<file path="src/rtl/mem_access_unit.sv">
// mem_access_unit
// Runs a single read or write cycle against a wait-stated external memory.
// A command is accepted only in IDLE. The unit then holds the address and
// write data stable for one SETUP cycle and asserts chip select in ACCESS
// until mem_ready arrives or the wait budget runs out. DONE is a one-cycle
// completion pulse.
// Memory strobes and status flags are decoded directly from the state
// register. An asynchronous reset therefore drops mem_cs and mem_we at once,
// without waiting for a clock edge.
module mem_access_unit #(
    parameter int AW      = 22,
    parameter int DW      = 16,
    parameter int TIMEOUT = 15
) (
    input  logic          clk,
    input  logic          rst_n,
    input  logic [AW-1:0] MEM_ADDRESS,
    input  logic [DW-1:0] WDATA,
    input  logic          rd_req,
    input  logic          wr_req,
    output logic          busy,
    output logic          done,
    output logic          err,
    output logic [DW-1:0] RDATA,
    output logic [AW-1:0] mem_addr,
    output logic [DW-1:0] mem_wdata,
    output logic          mem_cs,
    output logic          mem_we,
    input  logic [DW-1:0] mem_rdata,
    input  logic          mem_ready
);

    // Wait counter wide enough to reach TIMEOUT; one bit when the timeout is disabled
    localparam int CW = (TIMEOUT > 0) ? $clog2(TIMEOUT + 1) : 1;
    localparam logic [CW-1:0] CNT_LAST = (TIMEOUT > 0) ? CW'(TIMEOUT - 1) : '0;
    localparam bit TIMEOUT_EN = (TIMEOUT != 0);

    localparam logic [1:0] S_IDLE   = 2'd0;
    localparam logic [1:0] S_SETUP  = 2'd1;
    localparam logic [1:0] S_ACCESS = 2'd2;
    localparam logic [1:0] S_DONE   = 2'd3;

    logic [1:0]    state_reg, state_next;
    logic          op_wr_reg, op_wr_next;
    logic [CW-1:0] cnt_reg, cnt_next;
    logic          err_reg, err_next;
    logic [DW-1:0] rdata_reg, rdata_next;
    logic [AW-1:0] addr_reg, addr_next;
    logic [DW-1:0] wdata_reg, wdata_next;

    logic accept;
    logic timeout_hit;

    assign accept      = (state_reg == S_IDLE) && (rd_req || wr_req);
    assign timeout_hit = TIMEOUT_EN && (cnt_reg == CNT_LAST);

    // Next-state and datapath update logic; every register holds by default
    always_comb begin
        state_next = state_reg;
        op_wr_next = op_wr_reg;
        cnt_next   = cnt_reg;
        err_next   = err_reg;
        rdata_next = rdata_reg;
        addr_next  = addr_reg;
        wdata_next = wdata_reg;
        case (state_reg)
            S_IDLE: begin
                if (accept) begin
                    addr_next  = MEM_ADDRESS;
                    wdata_next = WDATA;
                    op_wr_next = ~rd_req;       // read wins when both are high
                    err_next   = 1'b0;
                    cnt_next   = '0;
                    state_next = S_SETUP;
                end
            end
            S_SETUP: begin
                state_next = S_ACCESS;
            end
            S_ACCESS: begin
                if (mem_ready) begin
                    if (!op_wr_reg) begin
                        rdata_next = mem_rdata;
                    end
                    state_next = S_DONE;
                end else if (timeout_hit) begin
                    err_next   = 1'b1;
                    state_next = S_DONE;
                end else begin
                    cnt_next = cnt_reg + 1'b1;
                end
            end
            S_DONE: begin
                // Requests seen on this edge are deliberately not accepted
                state_next = S_IDLE;
            end
            default: begin
                state_next = S_IDLE;
            end
        endcase
    end

    // State and datapath registers with asynchronous active-low reset
    always_ff @(posedge clk or negedge rst_n) begin
        if (!rst_n) begin
            state_reg <= S_IDLE;
            op_wr_reg <= 1'b0;
            cnt_reg   <= '0;
            err_reg   <= 1'b0;
            rdata_reg <= '0;
            addr_reg  <= '0;
            wdata_reg <= '0;
        end else begin
            state_reg <= state_next;
            op_wr_reg <= op_wr_next;
            cnt_reg   <= cnt_next;
            err_reg   <= err_next;
            rdata_reg <= rdata_next;
            addr_reg  <= addr_next;
            wdata_reg <= wdata_next;
        end
    end

    assign busy      = (state_reg != S_IDLE);
    assign done      = (state_reg == S_DONE);
    assign mem_cs    = (state_reg == S_ACCESS);
    assign mem_we    = (state_reg == S_ACCESS) && op_wr_reg;
    assign err       = err_reg;
    assign RDATA     = rdata_reg;
    assign mem_addr  = addr_reg;
    assign mem_wdata = wdata_reg;

endmodule

</file>
<file path="config.mk">
export PLATFORM = sky130hd
export DESIGN_NAME = mem_access_unit
export DESIGN_NICKNAME = d
export VERILOG_FILES = /design/src/rtl/mem_access_unit.sv
export SDC_FILE = /design/constraint.sdc
export NUM_CORES = 1
export LEC_CHECK = 0
export CORE_UTILIZATION = 44
export CTS_CLUSTER_SIZE = 25
export DETAILED_ROUTE_END_ITERATION = 10
export PLACE_DENSITY = 0.85
export SYNTH_ARGS = -nofsm -noshare
export SYNTH_HDL_FRONTEND = slang
export SYNTH_SLANG_ARGS = --single-unit
</file>
<file path="constraint.sdc">
create_clock -name clk -period 3.9 [get_ports clk]
set_input_delay 0.78 -clock clk [delete_from_list [all_inputs] [get_ports clk]]
set_output_delay 0.78 -clock clk [all_outputs]
set_load 0.1 [all_outputs]
</file>
Yosys cells after proc, flatten, opt, wreduce, memory -nomap -nowiden
Index checks and enable logic that the tools add are counted.
{"block": "totals", "in_bits": 59, "register_bits": 62, "elab_cells": 42, "out_inout_bits": 59}
{"block": "op_classes", "eq_ne": 9, "n_reduce_logical": 11, "n_addsub": 1, "n_bitwise": 2, "n_mux": 12}
{"cell": "$mux 4", "count": 3}
{"cell": "$pmux 2 s4", "count": 1}
{"cell": "$pmux 4 s2", "count": 1}
{"cell": "$reduce_and 4->1", "count": 2}
{"cell": "$mux 2", "count": 3}
{"cell": "$ne 2x2->1 const B", "count": 3}
{"cell": "$add 4x1->4 const B", "count": 1}
{"cell": "$eq 2x2->1 const B", "count": 2}
{"cell": "$eq 4x4->1 const B", "count": 1}
{"cell": "$reduce_and 2->1", "count": 2}
{"cell": "$reduce_bool 2->1", "count": 2}
{"cell": "$mux 1", "count": 3}
{"cell": "$ne 3x1->1 const B", "count": 1}
{"cell": "$reduce_and 3->1", "count": 1}
{"cell": "$eq 2x1->1 const B", "count": 1}
{"cell": "$logic_and 1x1->1", "count": 2}
{"cell": "$logic_not 2->1", "count": 1}
{"cell": "$ne 2x1->1 const B", "count": 1}
{"cell": "$not 1->1", "count": 2}
{"cell": "$pmux 1 s2", "count": 1}
{"cell": "$logic_or 1x1->1", "count": 1}

Longest topological paths before layout
Gate-level depths: netlist of run 1.
{"block": "logic_depth", "depth_word": 4, "ltp_mapped": 6, "mapped_depth_nobuf": 5}

Worst setup path before layout of run 1
No wires, ideal clock.
{"block": "synth_timing", "path_kind": "register to register", "from": "register state_reg[0]", "to": "register cnt_reg[1]", "path_stages_with_launch": 7, "synth_period_minus_slack_ns": 2.345, "arrival_time_ns": 2.224, "t_required_ns": 3.779, "setup_ns": 0.121, "path_buffers": 1, "path_slack_ns": 1.555, "path_cell_list": "dfrtp_1 > inv_1 > ha_1 > buf_2 > o2bb2ai_1 > or2_1 > a22o_1"}
{"block": "synth_via", "elab_cells_between_ends": 9, "cone_classes": "4 x eq/ne; 1 x mux; 4 x reduce/logical"}
{"element": "start: declaration", "line": "43", "text": "logic [1:0] state_reg, state_next;"}
{"element": "start signal: assignment", "line": "114", "text": "state_reg <= state_next;"}
{"element": "$eq 2x2->1 *"}
{"element": "via mem_cs", "line": "27", "text": "output logic mem_cs,"}
{"element": "$ne 2x2->1 (no source line) / $reduce_bool 2->1 (equally long branches)"}
{"element": "$reduce_and 4->1 (no source line)"}
{"element": "end signal: assignment", "line": "116", "text": "cnt_reg <= cnt_next;"}
{"element": "end: declaration", "line": "45", "text": "logic [CW-1:0] cnt_reg, cnt_next;"}
The timed path passes the listed nets; every way through them passes the cells marked *.
A chain may end at the register's enable or synchronous reset.

Worst setup path after layout of run 1
{"block": "layout_timing", "from": "register state_reg[1]", "to": "output port done"}
{"block": "layout_via", "elab_chain_len": 1}
{"element": "$eq 2x2->1", "line": "125", "text": "assign done = (state_reg == S_DONE);"}
{"element": "end: declaration", "line": "22", "text": "output logic done,"}
Every way passes these cells.

==> results.md, run 1 <==
- The quantity of I/O buffers inserted on ports is 117.
- The total number of yosys warnings is 0.
- The repair_antennas step left the layout with diodes totalling 0.
- Of all nets on the critical path, the largest fanout is 5.
- The minimum clock period is 2.81 ns.
- The via count of the first global-routing pass is 1,813.
- For the pin with the worst max-slew slack, the measured transition is 0.996 ns.
- The type of the setup path with the least slack is flip-flop to output port.
- 118 I/O pins were placed.
- Setup violations remaining at the end of the flow were counted as 0.
- The worst hold path belongs to the class flip-flop to flip-flop.
- The maximum count of clock buffers along a single path is 2.
- The post-detailed-placement half-perimeter wirelength is 4020 um.
- The flip-flop count of the largest register after layout is 22.
- The cell depth of the worst hold path is 1.
- The data arrival time of the critical path is 2.03 ns.
- The critical path crosses 2 cells after its start point.
- The routed length on met1 is 2230 um.
- The routed length on met2 is 2610 um.
- The area occupied by multi-input gates is 942 sq um.
- After synthesis, the share of flip-flops with an asynchronous set or reset is 1.00.
- The critical path's slowest cell is clkdlybuf4s50_1.
- The worst register-to-register path begins at state_reg[0].
- The data required time of the worst path is 3.12 ns.
- The die is 78.1 um tall.
- The max-cap violation count is 0.
- Following the worst setup path forward leads to its endpoint at done.
- After the first detailed-routing iteration, the DRC count stood at 93.
- Walking the worst path, the cells encountered are ha_1 > clkdlybuf4s50_1.
- The clock transition at the registers of the reported paths is 0.06 ns.
- The area share of the largest cell type after synthesis is 0.610.
- The remaining routing DRC violations is 0.
- Counting flops and latches in the post-synthesis netlist gives 62.
- The number of antenna violations at the first check in global routing came to 0.
- The global route total overflow is 0.
- TritonCTS built the clock tree.
- In the global route stage, overall resource usage came out at 0.188.
- The run finished with clean final reports.
- At the end of the flow, the number of nets in the layout was 355.
- Entering global routing, the biggest net connects 39 pins.
- Together, buffers and inverters on the worst path number 1.
- The most instantiated flip-flop cell in the synthesis netlist is dfrtp_1.
- The highest signal layer in the routed design is met4.
- The mapped netlist covers 2540 sq um.
- The quantity of gates resized following cts is 0.
- The global placement routability congestion is 0.719.
- The number of synthesized flops with an enable pin is 0.
- Of all cell types, the one taking the most synthesized area is dfrtp_1.
- The post-synth net total is 231.
- In the post-synthesis netlist, the cell with the most instances is dfrtp_1.
- Sorting the synthesized cells by area gives the leading types as dfrtp_1 61%, mux2_2 16%, mux2_1 8.0%, ha_1 3.4%, buf_4 1.2%.
- In this run the post-CTS setup repair buffer count came out at 0.
- For the worst flop-to-flop path, the logic depth is 5.
- After synthesis, the mean cell area works out to 15.4 sq um.
- The kind of capture point of the worst setup path is an output port.
- After floorplanning, the core was sized to cover 5540 sq um.
- The final layout contains routed wiring with a total length of 5320 um.
- The residual antenna-violating net count after detailed routing is 0.
- Among cell families on the critical path, the largest total delay comes from buffers and inverters.
- The vias after detailed routing is 1,791.
- The filler cell count is 399.
- The critical register-to-register path endpoint is state_reg[1].
- Dividing the detail-routed wire length by the instance count gives 14.6 um.
- The number of unique standard cell types used by synthesis is 32.
- The number of buffers added to fix hold violations after cts is 0.
- The relative max-transition margin is 0.334.
- The layout overhead on the synthesized area is 56.8%.
- The number of hold violations in the final report is 0.
- In this run the worst setup path begins at state_reg[1].
- The later-pin clock latency in the skew report is 0.32 ns.
- The area of the die is 6090 sq um.
- For this run, the detailed router's first-pass iteration total came to 5.
- The final cycle utilization of the critical path is 0.722.
- Synthesis produced 165 cells.
- For this run, the slowest stage of the critical path takes 1.12 ns.
- Setup repair after global routing left no endpoint under its margin.
- The flop-to-flop setup slack is 2.11 ns.
- The total clock buffers created by CTS is 9.
- In the final layout, flip-flops and latches occupy 1550 sq um.
- The fraction of layout instances using a drive strength above 1 is 0.208.
- The global-route wire length before repair is 8730 um.
- The commonest cells after synthesis are 62 x dfrtp_1, 36 x mux2_2, 18 x mux2_1, 7 x ha_1, 6 x inv_1.
- The root buffer cell chosen for the clock tree is clkbuf_8.
- The width of the chip is 78.1 um.
- The standard-cell row count is 27.
- In the routed layout, each cell is associated on average with a via count of 4.91.
- The maximum clock frequency is 0.355 GHz.
- In this run the number of H-tree levels came out at 3.
- The post-route clock skew is 0.00398 ns.
- The setup TNS is 0 ns.
- For this configuration, the core starts out at a cell density of 0.459.
- The count of pins over their slew limit is 0.
- The part of the Yosys area used for sequential elements is 0.610.
- The total met3 wirelength after detailed routing is 437 um.
- The clock drives 62 sinks.
- The startpoint kind of the worst setup timing path is a flip-flop.
## stage by stage
stage	instance area, sq um	std cells	worst slack (ns)	utilization	hold WS [ns]
floorplan	2540	165	1.56	-	0.464
global placement	3790	350	1.34	0.685	0.472
detailed placement	3790	350	1.31	0.685	0.481
CTS	3990	365	1.06	0.720	0.495
global route	3990	365	1.02	0.720	0.509
finish	3990	365	1.09	0.720	0.489
## cell families (layout without fill, tap and decap cells)
logic type / count (synthesis) / count (layout) / share of synthesized area
flops: 62 / 62 / 0.610
mux: 55 / 55 / 0.245
simple gates: 15 / 15 / 0.0433
compound gates: 14 / 14 / 0.0433
buf+inv: 12 / 140 / 0.0246
fa+ha+maj: 7 / 7 / 0.0344
## area by class of cell
type / instances / area share
tap: 72 / 0.0226
clock buffer: 12 / 0.0389
multi-input combinational: 91 / 0.236
inverter: 6 / 0.00564
sequential: 62 / 0.389
clock inverter: 3 / 0.0110
timing repair buffer: 119 / 0.297
## layer usage
| layer | vias up | global-route usage |
|---|---|---|
| li1 | 843 | - |
| met1 | 864 | 0.239 |
| met2 | 78 | 0.298 |
| met3 | 6 | 0.0756 |
| met4 | 0 | 0.0500 |
| met5 | - | 0 |
## worst min path at each step
stage | startpoint | endpoint | slack [ns]
2_1_floorplan | op_wr_reg | op_wr_reg | 0.46
3_3_place_gp | RDATA[12] | RDATA[12] | 0.47
3_5_place_dp | RDATA[14] | RDATA[14] | 0.48
4_1_cts | RDATA[14] | RDATA[14] | 0.49
5_1_grt | mem_addr[3] | mem_addr[3] | 0.51
6_report | RDATA[14] | RDATA[14] | 0.49
## cells in the final DEF, fill, tap and decap left out, drive strengths merged
cell,Yosys,routed
a211oi,1,1
a22o,1,1
a2bb2oi,2,2
a31oi,2,2
and2,1,1
and3,1,1
buf,6,6
bufinv,0,1
clkbuf,0,12
clkdlybuf4s50,0,113
clkinv,0,2
dfrtp,62,62
ha,7,7
inv,6,6
mux2,55,55
nand2,1,1
nand2b,1,1
nand3,3,3
nand3b,1,1
nand4,1,1
nor2,1,1
nor3,2,2
nor3b,2,2
o21ai,3,3
o22a,1,1
o22ai,1,1
o2bb2ai,1,1
o32a,1,1
o41ai,1,1
or2,1,1
Power of run 1 is not shown: default switching activity piles up to over one toggle a cycle in this logic, so the estimate is an artifact.
==> run 2, diff against run 1 <==
- CORE_UTILIZATION: 44 -> 37
- PLACE_DENSITY: 0.85 -> 0.76
- clock period: 3.9 -> 2.5 ns (I/O delays scaled with it)
==> run 2 against run 1 <==
Net effect:
- first-iteration DRC count shrank 62%
- wire length increased by 1.4%
- critical endpoint is now mem_cs
- clock skew rose by 0.0022 ns
- final cell count rose by 1.6%
- critical path type unchanged
- final area decreased by 1.6%
- worst hold slack lost 0.28 ns
- the run now ends with design-rule violations left
- sequential cell count unchanged
- core utilization is 12 points lower
- critical path depth up 1
==> results.md, run 2 (synthesized netlist as in run 1, its figures left out) <==
- The die height was 84.9 um (was 78.1 um).
- The number of setup violations in the final report is 0 (unchanged).
- Timing would allow up to 0.498 GHz.
- The worst-path maximum fanout is 9 (was 5).
- The number of antenna violations at the first check in global routing is 0 (unchanged).
- Run status: finished with violations (was finished, final reports clean).
- The kind of capture point of the worst setup path is an output port (unchanged).
- The layout overhead on the synthesized area is 54.3% (was 56.8%).
- The residual antenna-violating net count after detailed routing is 0 (unchanged).
- The minimum clock period is 2.01 ns.
- The data arrival time of the critical path was 1.51 ns (was 2.03 ns).
- The maximum count of clock buffers along a single path was 2 (unchanged).
- The effective utilization at floorplan was 0.392 (was 0.459).
- The final worst hold slack is 0.205 ns (was 0.489 ns).
- The data required time of the worst path is 2.00 ns (was 3.12 ns).
- The iteration count of the initial detailed-routing pass is 9 (was 5).
- The area inside the core boundary is 6490 sq um (was 5540 sq um).
- The detailed router's first-iteration violation count came to 35 (was 93).
- The quantity of I/O buffers inserted on ports is 117 (unchanged).
- The number of buffers inserted by post-CTS setup repair came to 0 (unchanged).
- The final reports fail on design-rule violations.
- The clock tree from TritonCTS is done (unchanged).
- The later-pin clock latency in the skew report came to 0.33 ns (was 0.32 ns).
- The number of sinks handled by clock tree synthesis was 62 (unchanged).
- The number of inserted diodes is 0 (unchanged).
- The kind of cell adding the most delay to the critical path is adder cells (was buffers and inverters).
- The type of the setup path with the least slack is flip-flop to output port (unchanged).
- The setup TNS was 0 ns (unchanged).
- The CTS root buffer is clkbuf_8 (unchanged).
- The total number of nets in the final design came to 356 (was 355).
- The count of boundary I/O pins came to 118 (unchanged).
- The number of buffers added to fix hold violations after cts is 0 (unchanged).
- The type of the tightest min-delay check is input pin to async pin (was flip-flop to flip-flop).
- Top library cells by usage in the layout, fill and taps aside: 62 x dfrtp_1, 59 x buf_4, 57 x clkdlybuf4s50_1 (was 113 x clkdlybuf4s50_1, 62 x dfrtp_1, 36 x mux2_2).
- The remaining routing DRC violations is 7 (was 0).
- The via count of the first global-routing pass was 1,909 (was 1,813).
- The total buffers and inverters traversed by the critical path is 2 (was 1).
- The fraction of layout instances using a drive strength above 1 is 0.401 (was 0.208).
- The largest stage delay on the critical path was 0.42 ns (was 1.12 ns).
- The final routed wire length divided by cell count is 14.5 um (was 14.6 um).
- The area of the die came to 7210 sq um (was 6090 sq um).
- The total clock buffers created by CTS is 9 (unchanged).
- The relative max-transition margin is 0.543 (was 0.334).
- The global placement routability congestion came to 0.780 (was 0.719).
- The flop-to-flop setup slack came to 0.67 ns (was 2.11 ns).
- Crit-path cells: inv_1 > ha_1 > buf_12 (was ha_1 > clkdlybuf4s50_1).
- The number of hold violations in the final report came to 0 (unchanged).
- The actual transition at the worst max-transition pin is 0.686 ns (was 0.996 ns).
- The count of pins over their slew limit is 0 (unchanged).
- The cell depth of the worst flop-to-flop path is 5 (unchanged).
- The startpoint of the lowest-slack register-to-register path is state_reg[0] (unchanged).
- The vias after detailed routing came to 1,788 (was 1,791).
- The most common cell after layout, fill and taps aside is dfrtp_1 (was clkdlybuf4s50_1).
- The post-layout instance area came to 3930 sq um (was 3990 sq um).
- The post-detailed-placement half-perimeter wirelength is 4000 um (was 4020 um).
- Unrepaired setup endpoints after global routing: no (unchanged).
- The post-placement cell area was 3690 sq um (was 3790 sq um).
- The standard-cell row count is 29 (was 27).
- The ratio of routed vias to standard cells is 4.82 (was 4.91).
- The startpoint kind of the worst setup timing path was a flip-flop (unchanged).
- The final cycle utilization of the critical path is 0.803.
- The flip-flop count of the largest register after layout is 22 (unchanged).
- The critical register-to-register path endpoint is cnt_reg[1] (was state_reg[1]).
- The clock transition at the registers of the reported paths is 0.07 ns (was 0.06 ns).
- The quantity of gates resized following cts came to 0 (unchanged).
- The total number of H-tree levels is 3 (unchanged).
- The global-route wire length before repair came to 9020 um (was 8730 um).
- The post-route clock skew was 0.00616 ns (was 0.00398 ns).
- The post-detailed-routing wire length is 5390 um (was 5320 um).
- The global route total overflow is 0 (unchanged).
- The critical path's slowest cell was ha_1 (was clkdlybuf4s50_1).
- The total routing resource utilization after global routing was 0.164 (was 0.188).
- The largest net degree at the start of global routing is 41 (was 39).
- The width of the chip is 84.9 um (was 78.1 um).
- The max-cap violation count is 0 (unchanged).
## run 2: cell count changes in the layout (fill, tap and decap cells not counted)
cell / previous run / this run
clkdlybuf4s50_1: 113 / 57
buf_4: 4 / 59
buf_12: 1 / 3
bufinv_16: 1 / 3
clkbuf_8: 11 / 10
clkinv_4: 1 / 0
## run 2: how the worst max path moves through the flow
stage | startpoint | endpoint | slack, ns | depth (start not counted)
3_5_place_dp | wr_req | mem_addr[19] | 0.53 | 4
2_1_floorplan | state_reg[0] | cnt_reg[1] | 0.16 | 6
6_report | state_reg[0] | mem_cs | 0.49 | 3
5_1_grt | state_reg[0] | mem_cs | 0.37 | 3
3_3_place_gp | wr_req | mem_wdata[6] | 0.55 | 4
4_1_cts | state_reg[0] | mem_cs | 0.48 | 3
## run 2: worst register-to-register path: stages, from the launching register on
cell	delay, ns
dfrtp_1	0.40
inv_1	0.13
ha_1	0.42
o2bb2ai_1	0.24
or2_1	0.29
a22o_1	0.23
## run 2: metal layers
| metal | GRT usage | vias to the layer above | wire, um |
|---|---|---|---|
| li1 | - | 841 | - |
| met1 | 0.190 | 869 | 2240 |
| met2 | 0.281 | 68 | 2660 |
| met3 | 0.0506 | 10 | 394 |
| met4 | 0.0755 | 0 | 97 |
| met5 | 0 | - | 0 |
## run 2: layout make-up
type	instances	area, sq um
flip-flops and latches	62	1550
clock inverters	4	95.1
repair buffers	120	1080
fillers	549	2570
multi-input cells	91	942
well taps	77	96.3
clock buffers	11	141
inverters	6	22.5
## run 2: through the flow
step / setup WS [ns] / utilization / cells
final: 0.492 / 0.605 / 371
after global routing: 0.369 / 0.605 / 371
after CTS: 0.479 / 0.605 / 371
after detailed placement: 0.525 / 0.568 / 356
after global placement: 0.548 / 0.568 / 356
after floorplan: 0.155 / - / 165
Power of run 2 is left out for the same reason.
==> run 3, diff against run 2 <==
- clock period: 2.5 -> 1.8 ns (I/O delays scaled with it)
==> run 3 against run 2 <==
Net effect:
- the flow still finishes with violations (design-rule violations)
- critical endpoint is now mem_we
- worst hold slack got worse by 0.18 ns
- critical path type unchanged
- register-to-register slack got worse by 0.56 ns
- largest cell class is now buffers
- sequential share of layout area decreased by 6.7 points
- clock-buffer cell count increased by 1
- setup slack got worse by 0.45 ns
- via count increased by 4.5%
- highest routed layer unchanged
==> results.md, run 3 (synthesized netlist as in run 1, its figures left out) <==
- The CTS root buffer is clkbuf_8 (unchanged).
- The highest signal layer in the routed design is met4 (unchanged).
- The final cycle utilization of the critical path is 0.979.
- Run status: finished with violations (unchanged).
- The post-detailed-routing wire length is 6050 um (was 5390 um).
- The fraction of layout instances using a drive strength above 1 is 0.430 (was 0.401).
- The post-detailed-placement half-perimeter wirelength came to 4530 um (was 4000 um).
- The layout overhead on the synthesized area was 85.6% (was 54.3%).
- The number of hold violations in the final report is 0 (unchanged).
- The utilization after layout is 0.727 (was 0.605).
- The total routing resource utilization after global routing is 0.183 (was 0.164).
- The width of the chip is 84.9 um (unchanged).
- The count of pins over their slew limit is 0 (unchanged).
- The global route total overflow is 0 (unchanged).
- For this run, the top clock speed supported by timing is 0.568 GHz.
- The kind of capture point of the worst setup path is an output port (unchanged).
- The number of standard cells in the final layout excluding fillers came to 377 (was 371).
- The die height is 84.9 um (unchanged).
- The number of antenna violations at the first check in global routing is 0 (unchanged).
- The flip-flop count of the largest register after layout is 22 (unchanged).
- The clock transition at the registers of the reported paths was 0.06 ns (was 0.07 ns).
- The number of sinks handled by clock tree synthesis is 62 (unchanged).
- Top library cells by usage in the layout, fill and taps aside: 62 x dfrtp_1, 62 x buf_12, 57 x clkdlybuf4s50_1 (was 62 x dfrtp_1, 59 x buf_4, 57 x clkdlybuf4s50_1).
- The max-cap violation count was 0 (unchanged).
- The later-pin clock latency in the skew report was 0.33 ns (about the same).
- The number of inserted diodes is 0 (unchanged).
- The largest net degree at the start of global routing is 63 (was 41).
- The data arrival time of the critical path is 1.40 ns (was 1.51 ns).
- The vias after detailed routing came to 1,869 (was 1,788).
- The routed length on met2 is 3140 um (was 2660 um).
- The area of the die was 7210 sq um (unchanged).
- The remaining routing DRC violations was 8 (was 7).
- The number of setup violations in the final report came to 0 (unchanged).
- The maximum count of clock buffers along a single path is 2 (unchanged).
- The routed length on met1 is 2300 um (was 2240 um).
- The residual antenna-violating net count after detailed routing is 0 (unchanged).
- Violations in the final reports: design-rule violations (unchanged).
- The clock tree from TritonCTS was done (unchanged).
- The actual transition at the worst max-transition pin is 0.411 ns (was 0.686 ns).
- The placed instance count is 360 (was 356).
- The count of boundary I/O pins came to 118 (unchanged).
- The type of the tightest min-delay check is input pin to async pin (unchanged).
- The total clock buffers created by CTS is 9 (unchanged).
- The data required time of the worst path is 1.44 ns (was 2.00 ns).
- Unrepaired setup endpoints after global routing: yes (was no).
- The total number of nets in the final design is 361 (was 356).
- The via count of the first global-routing pass came to 2,016 (was 1,909).
- The total met3 wirelength after detailed routing is 500 um (was 394 um).
- The type of the setup path with the least slack is flip-flop to output port (unchanged).
- The iteration count of the initial detailed-routing pass is 8 (was 9).
- The area inside the core boundary is 6490 sq um (unchanged).
- The minimum clock period is 1.76 ns.
- The startpoint kind of the worst setup timing path is a flip-flop (unchanged).
- The total number of H-tree levels is 3 (unchanged).
- The standard-cell row count is 29 (unchanged).
- The post-route clock skew came to 0.00491 ns (was 0.00616 ns).
- The ratio of routed vias to standard cells is 4.96 (was 4.82).
- The effective utilization at floorplan was 0.392 (unchanged).
- The detailed router's first-iteration violation count is 63 (was 35).
- The global-route wire length before repair is 10,000 um (was 9020 um).
- The quantity of I/O buffers inserted on ports is 117 (unchanged).
- The global placement routability congestion was 0.812 (was 0.780).
- The relative max-transition margin is 0.726 (was 0.543).
- The worst-path maximum fanout is 4 (was 9).
- The final routed wire length divided by cell count is 16.1 um (was 14.5 um).
[run 3: cell types whose count changed in the layout (fill, tap and decap cells not counted), moves of 2 or more]
cell,delta
inv_2,+2
buf_12,+59
inv_1,-2
ha_4,+2
ha_1,-3
buf_4,-55
[run 3: final timing paths]
path / startpoint / endpoint / slack, ns / cells after the start
worst max register to register: cnt_reg[0] / state_reg[1] / 0.11 / 5
worst min register to register: op_wr_reg / op_wr_reg / 0.55 / 2
worst min-delay path: rst_n / RDATA[6] / 0.02 / 2
min in group clk: op_wr_reg / op_wr_reg / 0.55 / 2
worst max-delay path: state_reg[1] / mem_we / 0.04 / 4
max in group asynchronous: rst_n / mem_addr[5] / 1.49 / 2
[run 3: critical path, stage by stage (launching register included)]
cell,delay [ns]
dfrtp_1,0.41
buf_6,0.15
ha_4,0.17
and2_2,0.18
buf_12,0.16
[run 3: layout make-up]
cell class	count	area, sq um
Clock buffer	12	145
Clock inverter	4	70.1
Fill cell	420	1770
Inverter	6	22.5
Multi-Input combinational cell	91	980
Sequential cell	62	1550
Tap cell	77	96.3
Timing Repair Buffer	125	1860
[run 3: layer usage]
layer  up-vias  GRT usage
met4         0     0.0755
li1        850          -
met5         -          0
met3        13     0.0681
met1       928      0.210
met2        78      0.310
[run 3: timing repair]
| action | in CTS | in global routing |
|---|---|---|
| endpoints found under the setup margin | 2 | 3 |
| hold buffers | 0 | 0 |
| setup buffers | 0 | 1 |
| hold endpoints to repair | 0 | 0 |
| resized for setup | 4 | 3 |
| pin swaps | 0 | 1 |
[run 3: per-stage QoR]
step	hold slack [ns]	area, sq um	setup TNS (ns)	worst slack [ns]
after global routing	0.0524	4720	-0.0342	-0.0139
after detailed placement	0.397	4470	-0.330	-0.0264
after global placement	0.394	4470	0	0.0123
after CTS	0.0354	4690	-0.0118	-0.0118
final	0.0237	4720	0	0.0385
after floorplan	0.0644	2560	0	0.00956
Power of run 3 is left out for the same reason.
